--- config.mk ---
export PLATFORM = sky130hd
export DESIGN_NAME = axi_lite_read_capture
export DESIGN_NICKNAME = d
export VERILOG_FILES = /design/src/rtl/axi_rd_pkg.sv /design/src/rtl/axi_rd_fifo.sv /design/src/rtl/axi_lite_read_capture.sv
export SDC_FILE = /design/constraint.sdc
export NUM_CORES = 1
export LEC_CHECK = 0
export BUFFER_PORTS_ARGS = -buffer_cell sky130_fd_sc_hd__buf_2
export CORE_UTILIZATION = 60
export CTS_CLUSTER_DIAMETER = 200
export CTS_CLUSTER_SIZE = 20
export DETAILED_ROUTE_END_ITERATION = 7
export GPL_TIMING_DRIVEN = 0
export PLACE_DENSITY = 0.8
export SYNTH_ARGS = -nofsm -noshare
export SYNTH_HDL_FRONTEND = slang
export SYNTH_SLANG_ARGS = --single-unit
--- constraint.sdc ---
create_clock -name ACLK -period 4.04 [get_ports ACLK]
set_input_delay 0.202 -clock ACLK [delete_from_list [all_inputs] [get_ports ACLK]]
set_output_delay 0.202 -clock ACLK [all_outputs]
set_load 0.02 [all_outputs]
--- src/rtl/axi_rd_pkg.sv ---
// Shared AXI4-Lite read-channel definitions: response encodings and helpers
// used by the read capture block and its FIFOs.
package axi_rd_pkg;

    typedef logic [1:0] resp_t;

    localparam resp_t RESP_OKAY   = 2'b00;
    localparam resp_t RESP_EXOKAY = 2'b01;
    localparam resp_t RESP_SLVERR = 2'b10;
    localparam resp_t RESP_DECERR = 2'b11;

    // SLVERR and DECERR both carry bit 1 set.
    function automatic logic resp_is_err(input resp_t resp);
        return resp[1];
    endfunction

endpackage

--- src/rtl/axi_rd_fifo.sv ---
// Generic first-word-fall-through FIFO; the head entry is visible on dout
// whenever the FIFO is not empty, and dout reads zero while empty.
module axi_rd_fifo #(
    parameter int WIDTH = 8,
    parameter int DEPTH = 4
) (
    input  logic                       ACLK,
    input  logic                       ARESETn,
    input  logic                       push,
    input  logic                       pop,
    input  logic [WIDTH-1:0]           din,
    output logic [WIDTH-1:0]           dout,
    output logic                       full,
    output logic                       empty,
    output logic [$clog2(DEPTH+1)-1:0] level
);

    localparam int PTR_W = $clog2(DEPTH);
    localparam int LVL_W = $clog2(DEPTH+1);
    localparam logic [LVL_W-1:0] LVL_FULL = LVL_W'(DEPTH);

    logic [WIDTH-1:0] mem [DEPTH];
    logic [PTR_W-1:0] wr_ptr;
    logic [PTR_W-1:0] rd_ptr;
    logic [LVL_W-1:0] level_q;
    logic             push_ok;
    logic             pop_ok;

    assign full    = (level_q == LVL_FULL);
    assign empty   = (level_q == '0);
    assign level   = level_q;
    assign push_ok = push & ~full;
    assign pop_ok  = pop & ~empty;

    always_ff @(posedge ACLK or negedge ARESETn) begin
        if (!ARESETn) begin
            wr_ptr  <= '0;
            rd_ptr  <= '0;
            level_q <= '0;
        end else begin
            if (push_ok) wr_ptr <= wr_ptr + PTR_W'(1);
            if (pop_ok)  rd_ptr <= rd_ptr + PTR_W'(1);
            case ({push_ok, pop_ok})
                2'b10:   level_q <= level_q + LVL_W'(1);
                2'b01:   level_q <= level_q - LVL_W'(1);
                default: level_q <= level_q;
            endcase
        end
    end

    // Storage is payload only, so it carries no reset.
    always_ff @(posedge ACLK) begin
        if (push_ok) mem[wr_ptr] <= din;
    end

    assign dout = empty ? '0 : mem[rd_ptr];

endmodule

--- src/rtl/axi_lite_read_capture.sv ---
// AXI4-Lite read-channel capture: queues AR and R beats independently and
// emits in-order {addr, data, resp} pairs. Optional AXI_RD_STATS_EN adds counters.
module axi_lite_read_capture
    import axi_rd_pkg::*;
#(
    parameter int ADDR_W = 8,
    parameter int DATA_W = 32,
    parameter int DEPTH  = 4
) (
    input  logic                       ACLK,
    input  logic                       ARESETn,
    input  logic [ADDR_W-1:0]          ARADDR,
    input  logic                       ARVALID,
    output logic                       ARREADY,
    input  logic [DATA_W-1:0]          RDATA,
    input  logic [1:0]                 RRESP,
    input  logic                       RVALID,
    output logic                       RREADY,
    output logic [ADDR_W-1:0]          out_addr,
    output logic [DATA_W-1:0]          out_data,
    output logic [1:0]                 out_resp,
    output logic                       out_valid,
    input  logic                       out_ready,
    output logic [$clog2(DEPTH+1)-1:0] addr_level,
    output logic [$clog2(DEPTH+1)-1:0] data_level
`ifdef AXI_RD_STATS_EN
    ,
    output logic [31:0]                txn_count,
    output logic [15:0]                err_count
`endif
);

    logic              run_q;
    logic              addr_full;
    logic              addr_empty;
    logic              data_full;
    logic              data_empty;
    logic              ar_push;
    logic              r_push;
    logic              pair_pop;
    logic [DATA_W+1:0] r_entry;
    logic [DATA_W+1:0] r_head;

    // Holds both ready outputs low through reset and for no longer than the
    // first edge after release.
    always_ff @(posedge ACLK or negedge ARESETn) begin
        if (!ARESETn) run_q <= 1'b0;
        else          run_q <= 1'b1;
    end

    assign ARREADY   = run_q & ~addr_full;
    assign RREADY    = run_q & ~data_full;
    assign ar_push   = ARVALID & ARREADY;
    assign r_push    = RVALID & RREADY;
    assign out_valid = ~addr_empty & ~data_empty;
    assign pair_pop  = out_valid & out_ready;
    assign r_entry   = {RRESP, RDATA};

    axi_rd_fifo #(
        .WIDTH (ADDR_W),
        .DEPTH (DEPTH)
    ) u_addr_fifo (
        .ACLK    (ACLK),
        .ARESETn (ARESETn),
        .push    (ar_push),
        .pop     (pair_pop),
        .din     (ARADDR),
        .dout    (out_addr),
        .full    (addr_full),
        .empty   (addr_empty),
        .level   (addr_level)
    );

    axi_rd_fifo #(
        .WIDTH (DATA_W + 2),
        .DEPTH (DEPTH)
    ) u_data_fifo (
        .ACLK    (ACLK),
        .ARESETn (ARESETn),
        .push    (r_push),
        .pop     (pair_pop),
        .din     (r_entry),
        .dout    (r_head),
        .full    (data_full),
        .empty   (data_empty),
        .level   (data_level)
    );

    assign out_data = r_head[DATA_W-1:0];
    assign out_resp = r_head[DATA_W+1:DATA_W];

`ifdef AXI_RD_STATS_EN
    always_ff @(posedge ACLK or negedge ARESETn) begin
        if (!ARESETn) begin
            txn_count <= '0;
            err_count <= '0;
        end else if (pair_pop) begin
            txn_count <= txn_count + 32'd1;
            if (resp_is_err(out_resp)) err_count <= err_count + 16'd1;
        end
    end
`endif

endmodule

# ---- Yosys cells after proc, flatten, opt, wreduce, memory -nomap -nowiden
# Memories as Yosys holds them, arrays and structs flattened.
# Index checks and enable logic that the tools add are counted.
dict set report classes {
  reduce_logical 4
  mux 8
  bitwise 14
  addsub 8
  eq_ne 6
}
# cell n
set ops {}
lappend ops {{$mux 34} 1}
lappend ops {{$pmux 3 s2} 2}
lappend ops {{$and 1x1->1} 10}
lappend ops {{$add 2x1->2 const B} 4}
lappend ops {{$mux 8} 1}
lappend ops {{$add 3x1->3 const B} 2}
lappend ops {{$eq 3x3->1 const B} 2}
lappend ops {{$logic_not 3->1} 2}
lappend ops {{$sub 3x1->3 const B} 2}
lappend ops {{$eq 2x1->1 const B} 2}
lappend ops {{$eq 2x2->1 const B} 2}
lappend ops {{$mux 1} 4}
lappend ops {{$not 1->1} 4}
lappend ops {{$reduce_bool 2->1} 2}
dict set report totals {
  regBits 15
  mem_bits_rw 168
  mem_count 2
}
# memory words word_bits rd rd_clocked_by_memory_dff write_ports line_no
set mem_list {}
lappend mem_list {u_data_fifo.mem 4 34 1 0 1 axi_rd_fifo.sv:22} ;# logic [WIDTH-1:0] mem [DEPTH];
lappend mem_list {u_addr_fifo.mem 4 8 1 0 1 axi_rd_fifo.sv:22}

# ---- Depth between registers and ports, before layout
# Gate-level depths: netlist of run 1.
dict set report logic_depth {
  ltp_word 7
  mapped_depth 9
  depth_no_buf 9
}

# ---- Hierarchy
# Synthesis of run 1 repeated with hierarchy kept, for this count alone.
dict set report unflattened {
  hier_cells 350
  area_unflattened_um2 7337.0
}
# module seq_area_each_um2 cells_each area_per_inst_um2 instances
set modules_own_cells {}
lappend modules_own_cells {{axi_rd_fifo at u_data_fifo} 4259.1 253 5600.4 1}
lappend modules_own_cells {{axi_rd_fifo at u_addr_fifo} 1136.1 89 1656.6 1}
lappend modules_own_cells {axi_lite_read_capture 25.0 8 80.1 1}

# ---- Worst setup path after synthesis of run 1
# OpenSTA, ideal clock, no wires.
dict set report synth_path {
  path_type {reg2reg}
  from {register u_data_fifo.level_q[0] (netlist: u_data_fifo.level[0])}
  to {memory u_data_fifo.mem[0][0] (netlist name) (enable)}
  required_ps 3646
  arrival_time_ps 1747
  setup_slack_ps 1899
  setup_time_ps 394
  synth_period_minus_slack_ps 2141
  path_stages_with_launch 4
  path_cell_list {dfrtp_1 -> nor2_1 -> a21oi_2 -> and2_1}
}
dict set report synth_between {
  elab_chain_len 7
}
# item line_no
set synth_lines {}
lappend synth_lines {{from (decl)} axi_rd_fifo.sv:25} ;# logic [LVL_W-1:0] level_q;
lappend synth_lines {{from (signal assigned)} axi_rd_fifo.sv:44} ;# 2'b10: level_q <= level_q + LVL_W'(1);
lappend synth_lines {{from (signal assigned)} axi_rd_fifo.sv:45} ;# 2'b01: level_q <= level_q - LVL_W'(1);
lappend synth_lines {{from (signal assigned)} axi_rd_fifo.sv:46} ;# default: level_q <= level_q;
lappend synth_lines {{$eq 3x3->1 *} axi_rd_fifo.sv:29} ;# assign full = (level_q == LVL_FULL);
lappend synth_lines {{$not 1->1 *} {axi_rd_fifo.sv:32, axi_lite_read_capture.sv:52}}
lappend synth_lines {{$and 1x1->1} axi_lite_read_capture.sv:52} ;# assign RREADY = run_q & ~data_full;
lappend synth_lines {{$and 1x1->1} axi_lite_read_capture.sv:54} ;# assign r_push = RVALID & RREADY;
lappend synth_lines {{$and 1x1->1 *} axi_rd_fifo.sv:32} ;# assign push_ok = push & ~full;
lappend synth_lines {{$mux 1 *} axi_rd_fifo.sv:53} ;# if (push_ok) mem[wr_ptr] <= din;
lappend synth_lines {{$mux 1 (not written as such) *} axi_rd_fifo.sv:53}
lappend synth_lines {{to (decl)} axi_rd_fifo.sv:22}
# Mark *: on every way between the ends. The rest lies on a longest branch, timed or not.

# ---- Worst setup path in the final report of run 1
dict set report layout_path {
  from {register u_data_fifo.level_q[0] (netlist: u_data_fifo.level[0])}
  to {register u_addr_fifo.level_q[1] (netlist: u_addr_fifo.level[1])}
}
dict set report layout_between {
  elab_chain_len 7
  word_cells_on_any_way 9
  classes_between {eq/ne: 2; mux: 1; bitwise: 4; reduce/logical: 2}
}
# item line_no
set layout_lines {}
lappend layout_lines {{$logic_not 3->1 *} axi_rd_fifo.sv:30} ;# assign empty = (level_q == '0);
lappend layout_lines {{$not 1->1 *} axi_lite_read_capture.sv:55} ;# assign out_valid = ~addr_empty & ~data_empty;
lappend layout_lines {{$and 1x1->1 *} axi_lite_read_capture.sv:55}
lappend layout_lines {{$and 1x1->1 *} axi_lite_read_capture.sv:56} ;# assign pair_pop = out_valid & out_ready;
lappend layout_lines {{$and 1x1->1 *} axi_rd_fifo.sv:33} ;# assign pop_ok = pop & ~empty;
lappend layout_lines {{named net u_addr_fifo.pop_ok} axi_rd_fifo.sv:27} ;# logic pop_ok;
lappend layout_lines {{$eq 2x1->1 / $eq 2x2->1 (equally long branches)} axi_rd_fifo.sv:43} ;# case ({push_ok, pop_ok})
lappend layout_lines {{$pmux 3 s2 / $reduce_bool 2->1 (equally long branches)} --}
lappend layout_lines {{to (signal assigned)} axi_rd_fifo.sv:44}
lappend layout_lines {{to (signal assigned)} axi_rd_fifo.sv:45}
lappend layout_lines {{to (signal assigned)} axi_rd_fifo.sv:46}
lappend layout_lines {{to (decl)} axi_rd_fifo.sv:25}
# The timed path passes the listed nets; every way through them passes the cells marked *.
# A chain may end at the register's enable or synchronous reset.

==> results of run 1 <==
==> cell type report <==
cell class / count / area (um2) / share of cell area
Clock buffer: 18 / 429 / 0.0474
Clock inverter: 14 / 171 / 0.0189
Tap cell: 143 / 179 / 0.0197
Buffer: 15 / 124 / 0.0137
Multi-Input combinational cell: 141 / 1710 / 0.188
Sequential cell: 183 / 5420 / 0.598
Inverter: 12 / 45.0 / 0.00497
Timing Repair Buffer: 143 / 986 / 0.109
==> routing by layer <==
metal | vias to the layer above | wire length (um) | track usage
li1 | 1692 | - | -
met1 | 1885 | 5530 | 0.298
met2 | 103 | 7180 | 0.400
met3 | 17 | 741 | 0.0756
met4 | 0 | 170 | 0.0818
met5 | - | 0 | 0
==> kinds of logic after synthesis <==
logic type               after synthesis  share of synthesized area
multiplexers                          45                      0.134
AND/OR/NAND/NOR                       66                     0.0563
AO/OA/AOI/OAI                          5                    0.00515
buffers and inverters                 27                     0.0232
adder cells (fa/ha/maj)               12                     0.0227
flip-flops                           183                      0.744
XOR/XNOR                              12                     0.0144
other                                  1                   0.000514
==> final timing paths <==
| check | from | to | slack, ns |
|---|---|---|---|
| max | u_data_fifo.level[0]$_DFFE_PN0P_ | u_addr_fifo.level[1]$_DFFE_PN0P_ | 1.60 |
| min in group asynchronous | ARESETn | u_addr_fifo.level[1]$_DFFE_PN0P_ | 0.21 |
| max in group asynchronous | ARESETn | u_addr_fifo.rd_ptr[0]$_DFFE_PN0P_ | 3.58 |
| min | ARADDR[3] | u_addr_fifo.mem[1][3]$_DFFE_PP_ | 0.01 |
| min reg2reg | u_addr_fifo.level[2]$_DFFE_PN0P_ | u_addr_fifo.level[2]$_DFFE_PN0P_ | 0.55 |
| max reg2reg | u_data_fifo.level[0]$_DFFE_PN0P_ | u_addr_fifo.level[1]$_DFFE_PN0P_ | 1.60 |
==> flip-flops by register name, summed over array words and instances, names as in the netlist, 2 cells and up <==
name	flops
u_data_fifo.level	3
u_data_fifo.wr_ptr	2
u_addr_fifo.wr_ptr	2
u_data_fifo.rd_ptr	2
u_addr_fifo.rd_ptr	2
u_data_fifo.mem	136
u_addr_fifo.mem	32
u_addr_fifo.level	3
==> worst max-delay path, stage by stage (launching register included) <==
cell and delay [ns]:
dfrtp_1 0.44, nor3_2 0.27, clkbuf_1 0.53, nor3b_1 0.15
ha_1 0.26, inv_1 0.09, fa_1 0.42, o21ai_0 0.20
==> cell usage in the layout, fill, tap and decap left out, types with 2 or more instances in the layout <==
cell type and n:
edfxtp_1 168, mux4_2 42, dlygate4sd3_1 42, bufinv_16 3, buf_2 103, dfrtp_1 15, and2_1 4, clkbuf_1 5
and2_2 4, nor2_1 5, nor2b_1 40, nand2_1 5, xor2_1 8, xnor2_1 4, clkbuf_16 17, a21boi_0 2
inv_6 3, clkinvlp_4 3, nor3_1 3, mux2_1 2, a21oi_2 2, fa_1 2, nor2b_4 2, ha_1 10
buf_12 7, clkinv_1 2, inv_1 12
==> per-stage QoR <==
step	area, um2	worst slack [ns]	instances	hold slack (ns)
3_5_place_dp	8040	1.65	595	0.122
3_3_place_gp	7950	1.33	591	0.119
4_1_cts	9060	1.59	669	0.00697
2_1_floorplan	7290	1.90	351	-0.0936
5_1_grt	9060	1.45	669	0.0182
6_report	9060	1.60	669	0.0113
==> report_power, final <==
part	internal [mW]	switching, mW
logic	1.07	1.36
registers	2.34	0.114
clock network	0.977	0.691
total	4.39	2.17
==> summary.md, run 1 <==
| Metric | Value |
|---|---|
| Yosys reg bits | roughly 180 |
| Max-slew violation count | 0 |
| Period utilization | 0.603 |
| Mapped cell area | ~7300 um2 |
| Top FF cell, synth | edfxtp_1 |
| YS warnings | 0 |
| Average size of a mapped cell | slightly above 20 um2 |
| Iteration-0 DRC Markers | between 200 and 250 |
| Area Growth Syn to Fin | 24.3% |
| Syn Nets | just over 400 |
| Routability Congestion | 0.747 |
| Top cell type's share of synthesized area | 0.692 |
| WHS Path Cells | 1 |
| Die Y | about 110 um |
| # port buffers | 97 |
| Commonest cells in the netlist | edfxtp_1 (168), mux4_2 (42), nor2b_1 (40), dfrtp_1 (15), inv_1 (12) |
| Die W | approximately 110 um |
| Largest net degree at the start of global routing | 31 |
| Slew headroom | 0.577 |
| Setup violations, final | 0 |
| Total power | between 6 and 7 mW |
| Leakage Power | approximately 3.3 nW |
| Worst-path clk slew | around 0.07 ns |
| Share of cells above drive strength 1 | 0.367 |
| Initial Utilization | 0.628 |
| Top post-synthesis cells by area | edfxtp_1 (69%), mux4_2 (13%), dfrtp_1 (5.1%) |
| Sequential area share after synthesis | 0.744 |
| Final ANT Viol Nets | 0 |
| Avg WL per Cell | between 20 and 25 um |
| Vias | about 3700 |
| CTS tree | yes |
| Run status | finished, violations left |
| Endpoint class of the critical path | flop |
| Antenna violations before repair | 0 |
| Cell with the most instances after synthesis | edfxtp_1 |
| I/O pin count | ~100 |
| Detailed-route wire length | about 14 mm |
| Startpoint types | flop |
| RSZ-0062 raised after global routing | no |
| Hpwl dp | 8.18 mm |
| Final core occ | 0.780 |
| CTS Buf Count | 17 |
| Global-route wire length before repair | ~21 mm |
| Post-synth EDFFs | roughly 170 |
| Netlist cell types | 28 |
| Vias in the first global route | ~4000 |
| Tmin final | ~2.4 ns |
| Setup TNS Final | 0 ns |
| Drt pass-1 iters | 7 |
| Filler cells | between 600 and 700 |
| Nets | about 570 |
| Max_cap viols | 0 |
| Skew-Pair Late Insertion Delay | 0.43 ns |
| Root Buffer | clkbuf_16 |
| Core footprint | between 10000 and 15000 um2 |
| CTS resizes | 0 |
| Setup CP Type | flop to flop |
| Max clock buf depth | 2 |
| Fmax | 411 MHz |
| Die footprint | between 10000 and 15000 um2 |
| DRC errors left | 10 |
| Via density | ~5.5 |
| Crit path required time | about 4.4 ns |
| Grt ovf | 0 |
| CTS sink count | 183 |
| Worst hold path type | primary input to flop |
| Clock skew | ~0.0085 ns |
| Worst-Margin Slew | about 0.63 ns |
| Top cell type by total area after synthesis | edfxtp_1 |
| H-tree levels | 4 |
| Hold Buf Count CTS | 42 |
| Ant diodes | 0 |
| Power per cell area | around 720 nW/um2 |
| Fin. Hold Viols | 0 |
| Worst-path fanout max | 10 |
| Peak VDD IR | roughly 0.50 mV |
| FFs w/ async S/R, synth | 0.0820 |
| Failing checks | design-rule violations |
| R2r worst-path depth | 7 |
| Synth Instances | approximately 350 |
| Std-Cell Rows | 39 |
| CP arrival | 2.78 ns |
| # Post-CTS Setup Buffers | 0 |
| GRT Total Usage | 0.238 |
Power figures use the tool's default switching activity.
==> run 2, diff against run 1 <==
Settings changed: CORE_UTILIZATION 60 to 57, PLACE_DENSITY 0.8 to 0.76.
Clock period 4.04 ns to 2.33 ns, I/O delays scaled along.
==> run 2 against run 1 <==
The run now ends clean. Worst setup slack got worse by 1.5 ns. Clock power increased by 54%. Flip-flop and latch count unchanged. Sequential power increased by 73%. Clock skew increased by 0.0011 ns. Worst hold slack improved by 0.081 ns. Utilization decreased by 4.2 points. Critical path depth increased by 2. Count of clock-buffer cells in the layout decreased by 1. Total power increased by 68%. Register-to-register slack got worse by 1.5 ns.
==> summary.md, run 2 (same netlist as run 1, synthesis figures left out) <==
| Metric | Value |
|---|---|
| Uppermost routed layer | met4 (unchanged) |
| Top Registers | u_data_fifo.mem x136, u_addr_fifo.mem x32 (unchanged) |
| Max-slew violation count | 0 (unchanged) |
| Met1 WL | 5.22 mm (was 5.53 mm) |
| CP arrival | 2.53 ns (was 2.78 ns) |
| Antenna violations before repair | 0 (unchanged) |
| Max clock buf depth | 2 (unchanged) |
| Setup CP Type | flop to flop (unchanged) |
| Setup slack, reg-to-reg | 0.14 ns (was 1.60 ns) |
| Max_cap viols | 0 (unchanged) |
| # Post-CTS Setup Buffers | 0 (unchanged) |
| CTS Buf Count | 17 (unchanged) |
| RSZ-0062 raised after global routing | no (unchanged) |
| Iteration-0 DRC Markers | 217 (was 212) |
| Avg WL per Cell | 18.5 um (was 20.4 um) |
| Final ANT Viol Nets | 0 (unchanged) |
| Skew-Pair Late Insertion Delay | 0.42 ns (was 0.43 ns) |
| Run status | completed (was finished, violations left) |
| Pint | 7.37 mW (was 4.39 mW) |
| Switching Power | 3.66 mW (was 2.17 mW) |
| Die Y | 115 um (was 112 um) |
| CTS sink count | 183 (unchanged) |
| Crit path required time | 2.67 ns (was 4.38 ns) |
| Comb pwr share | 0.381 (was 0.371) |
| Switching part of the total power | 0.332 (was 0.331) |
| Global-route wire length before repair | 20.2 mm (was 21.3 mm) |
| Power per cell area | 1220 nW/um2 (was 724 nW/um2) |
| Min Hold Slack | 0.0920 ns (was 0.0113 ns) |
| Worst-Margin Slew | 0.577 ns (was 0.635 ns) |
| Finished Layout Cells | 693 (was 669) |
| R2r worst-path depth | 9 (was 7) |
| Core footprint | 12300 um2 (was 11600 um2) |
| H-tree levels | 4 (unchanged) |
| Placement Setup Slack | -0.0109 ns (was 1.65 ns) |
| Via density | 5.29 (was 5.53) |
| Slew headroom | 0.615 (was 0.577) |
| # port buffers | 97 (unchanged) |
| GRT Total Usage | 0.215 (was 0.238) |
| Drt pass-1 iters | 4 (was 7) |
| Critical R2R Launch | u_data_fifo.level[0]$_DFFE_PN0P_ (unchanged) |
| Die footprint | 13200 um2 (was 12600 um2) |
| Placed insts | 620 (was 595) |
| Setup violations, final | 0 (unchanged) |
| Worst-path fanout max | 10 (unchanged) |
| Vias | 3669 (was 3697) |
| Initial Utilization | 0.594 (was 0.628) |
| Largest net degree at the start of global routing | 30 (was 31) |
| CTS tree | yes (unchanged) |
| Biggest register | u_data_fifo.mem (unchanged) |
| Hpwl dp | 7.88 mm (was 8.18 mm) |
| Clock skew | 0.00965 ns (was 0.00851 ns) |
| Root Buffer | clkbuf_16 (unchanged) |
| Endpoint class of the critical path | flop (unchanged) |
| Tmin final | 2.19 ns (was 2.44 ns) |
| Ant diodes | 0 (unchanged) |
| Final instance area | 9050 um2 (was 9060 um2) |
| Worst R2R End | u_addr_fifo.level[2]$_DFFE_PN0P_ (was u_addr_fifo.level[1]$_DFFE_PN0P_) |
| Routed wl met3 | 624 um (was 741 um) |
| Most common cell after layout, fill and taps aside | edfxtp_1 (unchanged) |
| Vias in the first global route | 3903 (was 4017) |
| Crit path to | u_addr_fifo.level[2]$_DFFE_PN0P_ (was u_addr_fifo.level[1]$_DFFE_PN0P_) |
| Total power | 11.0 mW (was 6.56 mW) |
| WHS Path Cells | 4 (was 1) |
| Critical Path Start | u_data_fifo.level[0]$_DFFE_PN0P_ (unchanged) |
| Placement Cell Area | 8080 um2 (was 8040 um2) |
| Clk pwr share | 0.234 (was 0.254) |
| Die W | 115 um (was 112 um) |
| Fmax | 457 MHz (was 411 MHz) |
| Fin. Hold Viols | 0 (unchanged) |
| Period utilization | 0.939 (was 0.603) |
| Final WS setup | 0.143 ns (was 1.60 ns) |
| Worst-path clk slew | 0.06 ns (was 0.07 ns) |
| Share of cells above drive strength 1 | 0.373 (was 0.367) |
| Grt ovf | 0 (unchanged) |
| Filler cells | 693 (was 623) |
| Routability Congestion | 0.709 (was 0.747) |
| Std-Cell Rows | 40 (was 39) |
| Startpoint types | flop (unchanged) |
| Nets | 572 (unchanged) |
| Peak VDD IR | 0.808 mV (was 0.501 mV) |
| I/O pin count | 98 (unchanged) |
| Reg power frac | 0.385 (was 0.374) |
| Most frequent cells in the layout | edfxtp_1 (168), buf_2 (103), dlygate4sd3_1 (43), mux4_2 (42), nor2b_1 (40) (was edfxtp_1 (168), buf_2 (103), mux4_2 (42), dlygate4sd3_1 (42), nor2b_1 (40)) |
| Worst hold path type | primary input to flop (unchanged) |
| DRC errors left | 0 (was 10) |
| Leakage Power | 3.31 nW (was 3.32 nW) |
| Met2 WL | 6.88 mm (was 7.18 mm) |
| Detailed-route wire length | 12.8 mm (was 13.6 mm) |
| Largest register FFs | 136 (unchanged) |
| Area Growth Syn to Fin | 24.2% (was 24.3%) |
run 2: changes by cell type in the layout (fill, tap and decap cells not counted), sizes merged:
cell,change
inv,-3
clkinv,+5
clkbuf,-2
dlygate4sd3,+1
bufinv,-2
run 2: per-stage QoR:
| step | util | setup TNS, ns |
|---|---|---|
| floorplan | - | 0 |
| global placement | 0.651 | -53.08 |
| detailed placement | 0.659 | -0.0109 |
| CTS | 0.738 | 0 |
| global route | 0.738 | 0 |
| finish | 0.738 | 0 |
run 2: timing repair:
action,CTS,global route
pin swaps,0,0
hold buffers,43,0
gates resized for setup,2,2
endpoints found under the hold margin,183,0
endpoints found under the setup margin,4,5
run 2: final cells by class:
class / count / area, um2 / share of cell area
Timing Repair Buffer: 144 / 1000 / 0.111
Inverter: 12 / 45.0 / 0.00498
Sequential cell: 183 / 5420 / 0.599
Multi-Input combinational cell: 141 / 1720 / 0.189
Tap cell: 168 / 210 / 0.0232
Buffer: 14 / 123 / 0.0135
Clock inverter: 14 / 110 / 0.0122
Clock buffer: 17 / 425 / 0.0470
run 2: how the worst min path moves through the flow:
| stage | from | endpoint |
|---|---|---|
| after floorplan | ARESETn | run_q$_DFF_PN0_ |
| after global placement | ARESETn | u_addr_fifo.level[0]$_DFFE_PN0P_ |
| after detailed placement | ARESETn | u_addr_fifo.level[0]$_DFFE_PN0P_ |
| after CTS | out_ready | u_addr_fifo.rd_ptr[1]$_DFFE_PN0P_ |
| after global routing | ARVALID | u_addr_fifo.wr_ptr[0]$_DFFE_PN0P_ |
| final | out_ready | u_addr_fifo.rd_ptr[1]$_DFFE_PN0P_ |
run 2: worst max-delay path, cell delays in order, from the launching register on:
cell      delay, ns
dfrtp_1        0.45
nor3_2         0.09
clkbuf_2       0.24
nor3b_2        0.25
ha_1           0.21
inv_1          0.06
fa_1           0.37
xor2_1         0.15
nor2_1         0.12
xor2_1         0.16
run 2: metal layers:
layer  vias up  GRT usage
li1       1683          -
met3         9     0.0622
met2        93      0.367
met1      1884      0.266
met5         -          0
met4         0     0.0727
run 2: power groups by stage:
stage | combinational [mW] | sequential (mW) | clock [mW]
2_1_floorplan | 2.91 | 4.33 | 0
3_3_place_gp | 4.04 | 4.29 | 0
3_5_place_dp | 4.16 | 4.31 | 0
4_1_cts | 4.26 | 4.24 | 2.62
5_1_grt | 4.55 | 4.28 | 2.74
6_report | 4.20 | 4.25 | 2.58
